==> src/rtl/sap_computer.sv <==
// SAP-style 8-bit datapath: shared bus, A/B registers, add/sub ALU, MAR and switch-programmed RAM.
// Optional flag register enabled by defining SAP_COMPUTER_FLAGS_EN (default: cf/zf tied to 0).
module sap_computer #(
  parameter int N = 8,
  parameter int A = 4
) (
  input  logic         clk,
  input  logic         clr,
  input  logic [N-1:0] sw_dat,
  input  logic [A-1:0] sw_mar,
  input  logic         prog,
  input  logic         ai,
  input  logic         ao,
  input  logic         bi,
  input  logic         eo,
  input  logic         su,
  input  logic         fi,
  output logic [N-1:0] bus,
  output logic [N-1:0] aval,
  output logic [N-1:0] bval,
  output logic [N-1:0] aluval,
  output logic [A-1:0] marval,
  output logic         cf,
  output logic         zf
);

  logic [N-1:0] a_reg;
  logic [N-1:0] b_reg;
  logic [A-1:0] mar;
  logic [N-1:0] mem [0:(1<<A)-1];
  logic [N:0]   sum;
  logic         carry;

  // Subtract as A + ~B + 1, so carry out set means no borrow.
  assign sum    = {1'b0, a_reg} + {1'b0, (su ? ~b_reg : b_reg)} + {{N{1'b0}}, su};
  assign carry  = sum[N];
  assign aluval = sum[N-1:0];

  always_comb begin
    bus = '0;
    if (ao)         bus = a_reg;
    else if (eo)    bus = aluval;
    else if (!prog) bus = sw_dat;
    else            bus = mem[mar];
  end

  always_ff @(posedge clk) begin
    if (clr) begin
      a_reg <= '0;
      b_reg <= '0;
      mar   <= '0;
    end else begin
      if (ai) a_reg <= bus;
      if (bi) b_reg <= bus;
      mar <= sw_mar;
    end
  end

  // RAM is not affected by clr; switch writes continue during reset.
  always_ff @(posedge clk) begin
    if (!prog) mem[sw_mar] <= sw_dat;
  end

`ifdef SAP_COMPUTER_FLAGS_EN
  logic cf_reg;
  logic zf_reg;

  always_ff @(posedge clk) begin
    if (clr) begin
      cf_reg <= 1'b0;
      zf_reg <= 1'b0;
    end else if (fi) begin
      cf_reg <= carry;
      zf_reg <= (aluval == '0);
    end
  end

  assign cf = cf_reg;
  assign zf = zf_reg;
`else
  logic unused_flag_inputs;
  assign unused_flag_inputs = fi ^ carry;
  assign cf = 1'b0;
  assign zf = 1'b0;
`endif

  assign aval   = a_reg;
  assign bval   = b_reg;
  assign marval = mar;

endmodule

==> config.mk <==
export PLATFORM = sky130hd
export DESIGN_NAME = sap_computer
export DESIGN_NICKNAME = d
export VERILOG_FILES = /design/src/rtl/sap_computer.sv
export SDC_FILE = /design/constraint.sdc
export NUM_CORES = 1
export LEC_CHECK = 0
export ABC_AREA = 0
export CAP_MARGIN = 25
export CORE_UTILIZATION = 54
export CTS_BUF_LIST = sky130_fd_sc_hd__clkbuf_8
export CTS_CLUSTER_SIZE = 8
export DETAILED_ROUTE_END_ITERATION = 10
export PLACE_DENSITY = 0.85
export SLEW_MARGIN = 20
export SYNTH_ARGS = -nofsm -noshare
export SYNTH_HDL_FRONTEND = slang
export SYNTH_SLANG_ARGS = --single-unit
==> constraint.sdc <==
create_clock -name clk -period 4.76 [get_ports clk]
set_input_delay 1.428 -clock clk [delete_from_list [all_inputs] [get_ports clk]]
set_output_delay 1.428 -clock clk [all_outputs]
set_load 0.005 [all_outputs]
==> metrics.txt, run 1 <==
std cell rows 39; Core Footprint 0.0116 mm^2; met3 GRT Util 0.0555; share of cells above drive strength 1 0.245; final non-filler cell total 690; Syn Inst Count 416; dpl cells 641; Worst Setup Start Kind input port; CP Buf/Inv Count 3; Antenna diodes 0; M2 GR Usage 0.422; mapped cell area 0.00647 mm^2; Max Clk Rate 205 MHz; Root Buffer clkbuf_8; post-DP HPWL 10.2 mm; drt initial violations 480; Setup CP Type input port to primary output; drt pass-1 iters 8; die height 111 um; Slowest cell on crit path fa_2; Final Skew 8.90 ps; failing checks design-rule violations, negative setup slack; vias in the first global route 4260; RSZ-0062 raised after global routing yes; Fin. Hold Viols 0; largest net degree at the start of global routing 25; post-DR wirelength/cell 22.2 um; worst path cell trace buf_8 -> mux2_4 -> fa_2 -> a21o_1 -> a221oi_2 -> o21bai_1 -> xor2_1 -> buf_4 -> a22oi_2 -> nand2_1 -> buf_2; Tmin final 4890 ps; Req. time, crit path 3330 ps; Final Max Slew Viols 0; CTS max path bufs 2; Clock Latency Late Sink 440 ps; Pwr Density 368 mW/mm^2; fillcell total 736; Routed Antenna Nets 0; vias 4154; most common flop cell mapped by yosys edfxtp_1; register bit total from synthesis 148; vias per cell 6.02; most instantiated cells after synthesis edfxtp_1, nor2_1, mux2i_1, dfxtp_1, nand2_1; fin crit share 1.03; Hold Path Sink bval[6]$_SDFFE_PP0P_; H-Tree Depth 4; reg2reg start marval[0]$_SDFF_PP0_; Tot GR Track Use 0.259; Min Hold Slack 541 ps; CP peak stage delay 370 ps; Hold Crit Depth 2; Setup crit end kind primary output; worst r2r dst bval[4]$_SDFFE_PP0P_; TritonCTS Buffers 17; Top Ports 59; Ys Warns 0; Mean Syn Cell Area 15.5 um^2; HP Class flip-flop to flip-flop; Starting Density 0.559; worst rel slew slack 0.352; initial antenna violation count 0; global-route wire length before repair 23.3 mm; Final Util 0.698; crit path max fanout 4; final setup fails 3; synth top area cells edfxtp_1, dfxtp_1, mux2i_1, mux4_2, mux4_1; post-synth top area cell edfxtp_1; Worst Reg-to-Reg Cells 9; PortBufs 55; Post-synth ARST share 0; gr ovfl total 0; CTS tree built; worst vdd ir 0.000286 V; Synth cell types 51; Post-synth EDFFs 128; Sink Count 148; reg-to-reg setup timing slack 1930 ps; max cap viols 0; fin worst setup slack -127 ps; synthesis-to-finish area growth 24.8%; fin nets 562; hold path startpoint bval[6]$_SDFFE_PP0P_; Final Power 2.97 mW; Static Leak 2.91 nW; Tightest Pin Transition 969 ps; post-synth top area share 0.594; top-count cell post-synth edfxtp_1; Residual DRC 9; GRT busiest layer met2; sequential fraction of the synthesis area 0.656; clock transition at the registers of the reported paths 80 ps; DIE WIDTH 111 um; Post-Route WL 15.3 mm; GPL Wtd Cong 0.903; die area 0.0124 mm^2; crit path DAT 3460 ps; Top delay family on crit path compound AO/OA/AOI/OAI gates; outcome finished, violations left; met1 Usage GRT 0.332
==> state kept, by name, summed over array words and instances, names as in the netlist <==
signal and cells:
marval 4, aval 8, mem 128, bval 8
==> cell families (layout without fill, tap and decap cells) <==
logic type / after synthesis / after routing / synth area share
DFF: 148 / 148 / 0.656
and+or+nand+nor: 92 / 92 / 0.0646
AOI/OAI and AO/OA: 63 / 63 / 0.0702
muxes: 59 / 59 / 0.142
buffers and inverters: 31 / 161 / 0.0313
xor gates and xnor gates: 15 / 15 / 0.0203
adders and majority gates: 7 / 7 / 0.0147
other: 1 / 2 / 0.000580
==> layer usage <==
| metal | part of all wire | vias to the layer above |
|---|---|---|
| li1 | - | 1842 |
| met1 | 0.40 | 2066 |
| met2 | 0.50 | 207 |
| met3 | 0.075 | 39 |
| met4 | 0.026 | 0 |
| met5 | 0 | - |
==> through the flow <==
step / worst slack (ps) / area, um^2 / TNS (ps)
finish: -127 / 8070 / -227
global route: -218 / 8070 / -500
CTS: -98.7 / 8010 / -156
detailed placement: -927 / 7410 / -8120
global placement: -848 / 7410 / -7550
floorplan: 35.1 / 6470 / 0
==> layout make-up <==
type                       count  area, um^2  share of cell area
sequential                   148        4250               0.526
multi-input combinational    238        2160               0.267
timing repair buffer         119        1050               0.130
clock buffer                  17         234              0.0290
tap                          143         179              0.0222
clock inverter                15         174              0.0215
inverter                      10        37.5             0.00465
==> placed cells by master, fill, tap and decap left out, types with 3 or more instances in the layout <==
master,n
mux4_1,10
a311oi_1,5
a31oi_1,3
nand2b_1,5
bufinv_16,4
inv_1,14
o21a_1,3
nand2_1,20
nand3_1,11
a21oi_1,8
nor3_1,5
ha_1,5
nor2_1,34
edfxtp_1,128
xnor2_1,4
mux2i_1,34
a22oi_1,3
clkinv_2,3
nor2b_1,8
buf_6,6
buf_2,3
o21ai_0,8
clkdlybuf4s50_1,43
xor2_1,6
dlygate4sd2_1,4
dfxtp_1,18
o21ai_1,3
buf_4,58
mux4_2,13
a21o_1,3
a211oi_1,6
clkbuf_8,17
==> worst register-to-register path: stages, from the launching register on <==
cell	delay, ps
dfxtp_2	660
buf_12	280
mux4_1	600
mux2_2	280
nand3_1	90
a31oi_1	140
o22a_1	260
buf_4	160
buf_4	120
o21a_1	150
==> how the worst max path moves through the flow <==
stage          slack (ps)  endpoint  cells past startpoint  from
2_1_floorplan          40    bus[6]                      9    su
3_3_place_gp         -850    bus[6]                     11    su
3_5_place_dp         -930    bus[6]                     11    su
4_1_cts              -100    bus[6]                     12    su
5_1_grt              -220    bus[6]                     12    su
6_report             -130    bus[6]                     11    su
==> what timing repair did <==
item                                    CTS  global route
pin swaps                                21            11
resized for setup                        49            11
hold buffers                              0             0
endpoints found under the setup margin   15            10
setup buffers                            12             6
cloned                                    0             0
endpoints found under the hold margin     0             0
==> power by group <==
| group | internal, mW | switching (mW) | leakage, nW | total (mW) |
|---|---|---|---|---|
| logic | 0.277 | 0.222 | 1.37 | 0.499 |
| registers | 1.44 | 0.0324 | 1.32 | 1.48 |
| clock network | 0.557 | 0.438 | 0.219 | 0.994 |
Note: power is estimated with default switching activity, not from simulation.
==> run 2: changes to the inputs <==
--- a/config.mk
+++ b/config.mk
@@ -11,7 +11,9 @@
 export CTS_BUF_LIST = sky130_fd_sc_hd__clkbuf_8
 export CTS_CLUSTER_SIZE = 8
 export DETAILED_ROUTE_END_ITERATION = 10
+export HOLD_SLACK_MARGIN = 0.15
 export PLACE_DENSITY = 0.85
+export SETUP_SLACK_MARGIN = 0.02
 export SLEW_MARGIN = 20
 export SYNTH_ARGS = -nofsm -noshare
 export SYNTH_HDL_FRONTEND = slang
==> run 2 against run 1 <==
The run still ends with design-rule violations, negative setup slack left. First-iteration DRC count decreased by 4.2%. Cell area is 0.43% higher. Non-clock buffer count unchanged. Flip-flop and latch count is the same. Hold slack worse by 2.4 ps. Sequential share of layout area down 0.23 points. Total power is 0.64% higher. Clock power grew 0.4%. Via count increased by 0.14%. Die area unchanged. Routed wire length rose by 0.45%. Largest cell class unchanged.
==> metrics.txt, run 2 (synthesis results as in run 1) <==
CTS Hold Bufs 0; Hold Crit Depth 2; Top Ports 59; final setup fails 3; H-Tree Depth 4; TritonCTS Buffers 17; dpl cells 641; Starting Density 0.559; Routed Antenna Nets 0; largest net degree at the start of global routing 25; Static Leak 2.92 nW; hold path startpoint bval[6]$_SDFFE_PP0P_; Root Buffer clkbuf_8; Final Skew 9.87 ps; Hold Path Sink bval[6]$_SDFFE_PP0P_; Setup crit end kind primary output; Placement Setup Slack -927 ps; crit path DAT 3520 ps; Min Hold Slack 538 ps; fin nets 562; Residual DRC 9; Tightest Pin Transition 967 ps; reg-to-reg setup timing slack 1930 ps; worst r2r dst bval[4]$_SDFFE_PP0P_; outcome finished, violations left; Worst Reg-to-Reg Cells 9; Antenna diodes 0; vias in the first global route 4280; most common cell after layout, fill and taps aside edfxtp_1; std cell rows 39; PortBufs 55; max FFs per register 128; worst vdd ir 0.000287 V; synthesis-to-finish area growth 25.4%; HP Class flip-flop to flip-flop; RSZ-0062 raised after global routing yes; Tmin final 4950 ps; GPL Wtd Cong 0.903; CP peak stage delay 370 ps; Final Max Slew Viols 0; Slowest cell on crit path fa_2; failing checks design-rule violations, negative setup slack; Clock Latency Late Sink 450 ps; Req. time, crit path 3330 ps; fin crit share 1.04; Fin. Hold Viols 0; worst rel slew slack 0.353; die area 0.0124 mm^2; final non-filler cell total 690; vias 4160; Post-Route WL 15.4 mm; share of cells above drive strength 1 0.256; die height 111 um; Tot GR Track Use 0.259; Sink Count 148; post-DP HPWL 10.2 mm; Biggest register mem; reg2reg start marval[0]$_SDFF_PP0_; vias per cell 6.03; drt initial violations 460; global-route wire length before repair 23.3 mm; worst path cell trace buf_8 -> mux2_4 -> fa_2 -> a21o_1 -> a221oi_2 -> o21bai_1 -> xor2_1 -> buf_4 -> a22oi_2 -> nand2_1 -> buf_2; Core Footprint 0.0116 mm^2; post-DR wirelength/cell 22.3 um; Pwr Density 368 mW/mm^2; DIE WIDTH 111 um; drt pass-1 iters 8; initial antenna violation count 0; Setup CP Type input port to primary output; Worst Setup Start Kind input port; crit path max fanout 4; Max Clk Rate 202 MHz; gr ovfl total 0; clock transition at the registers of the reported paths 80 ps; max cap viols 0; CTS tree built; most frequent cells in the layout edfxtp_1, buf_4, clkdlybuf4s50_1; fin worst setup slack -189 ps; CTS max path bufs 2
run 2: cell count changes in the layout (fill, tap and decap cells not counted), sizes merged:
| cell | before | now |
|---|---|---|
| inv | 14 | 13 |
| clkdlybuf4s50 | 43 | 42 |
| buf | 69 | 70 |
| dlymetal6s2s | 1 | 2 |
| clkdlybuf4s15 | 1 | 0 |
| clkinvlp | 1 | 2 |
run 2: area by class of cell:
type	instances	area, um^2
Sequential cell	148	4250
Fill cell	733	3460
Multi-Input combinational cell	238	2180
Timing Repair Buffer	119	1050
Clock buffer	17	234
Tap cell	143	179
Clock inverter	15	174
Inverter	10	41.3
run 2: how the worst max path moves through the flow:
stage | slack, ps | endpoint | from | cells past startpoint
detailed placement | -930 | bus[6] | su | 11
global placement | -850 | bus[6] | su | 11
global route | -260 | bus[6] | su | 11
floorplan | 40 | bus[6] | su | 9
CTS | -100 | bus[6] | su | 12
finish | -190 | bus[6] | su | 11
run 2: what timing repair did:
item / CTS / global route
pin swaps: 23 / 10
resized for setup: 53 / 16
setup buffers: 15 / 4
setup endpoints to repair: 15 / 10
gates cloned: 0 / 0
run 2: worst max-delay path, delay by kind of cell:
family	cells	cell delay, ps
buffers and inverters	3	400
XOR/XNOR	1	180
multiplexers	1	280
adder cells (fa/ha/maj)	1	370
AO/OA/AOI/OAI	4	790
AND/OR/NAND/NOR	1	70
run 2: report_power, final:
part / switching [mW] / internal, mW / total, mW
Sequential: 0.0322 / 1.44 / 1.47
Combinational: 0.229 / 0.285 / 0.514
Clock: 0.442 / 0.557 / 0.998
run 2: per-stage QoR:
stage	power [mW]	utilization	setup TNS, ps	instance area, um^2
after floorplan	1.69	-	0	6470
after global placement	1.91	0.640	-7550	7410
after detailed placement	1.93	0.640	-8120	7410
after CTS	2.97	0.695	-153	8040
after global routing	3.09	0.701	-516	8110
final	2.99	0.701	-275	8110
run 2: routing by layer:
layer / global-route usage / up-vias / wire length, um
met5: 0 / - / 0
met4: 0.129 / 0 / 444
met3: 0.0577 / 43 / 1190
met2: 0.425 / 221 / 7660
met1: 0.329 / 2050 / 6100
li1: - / 1846 / -
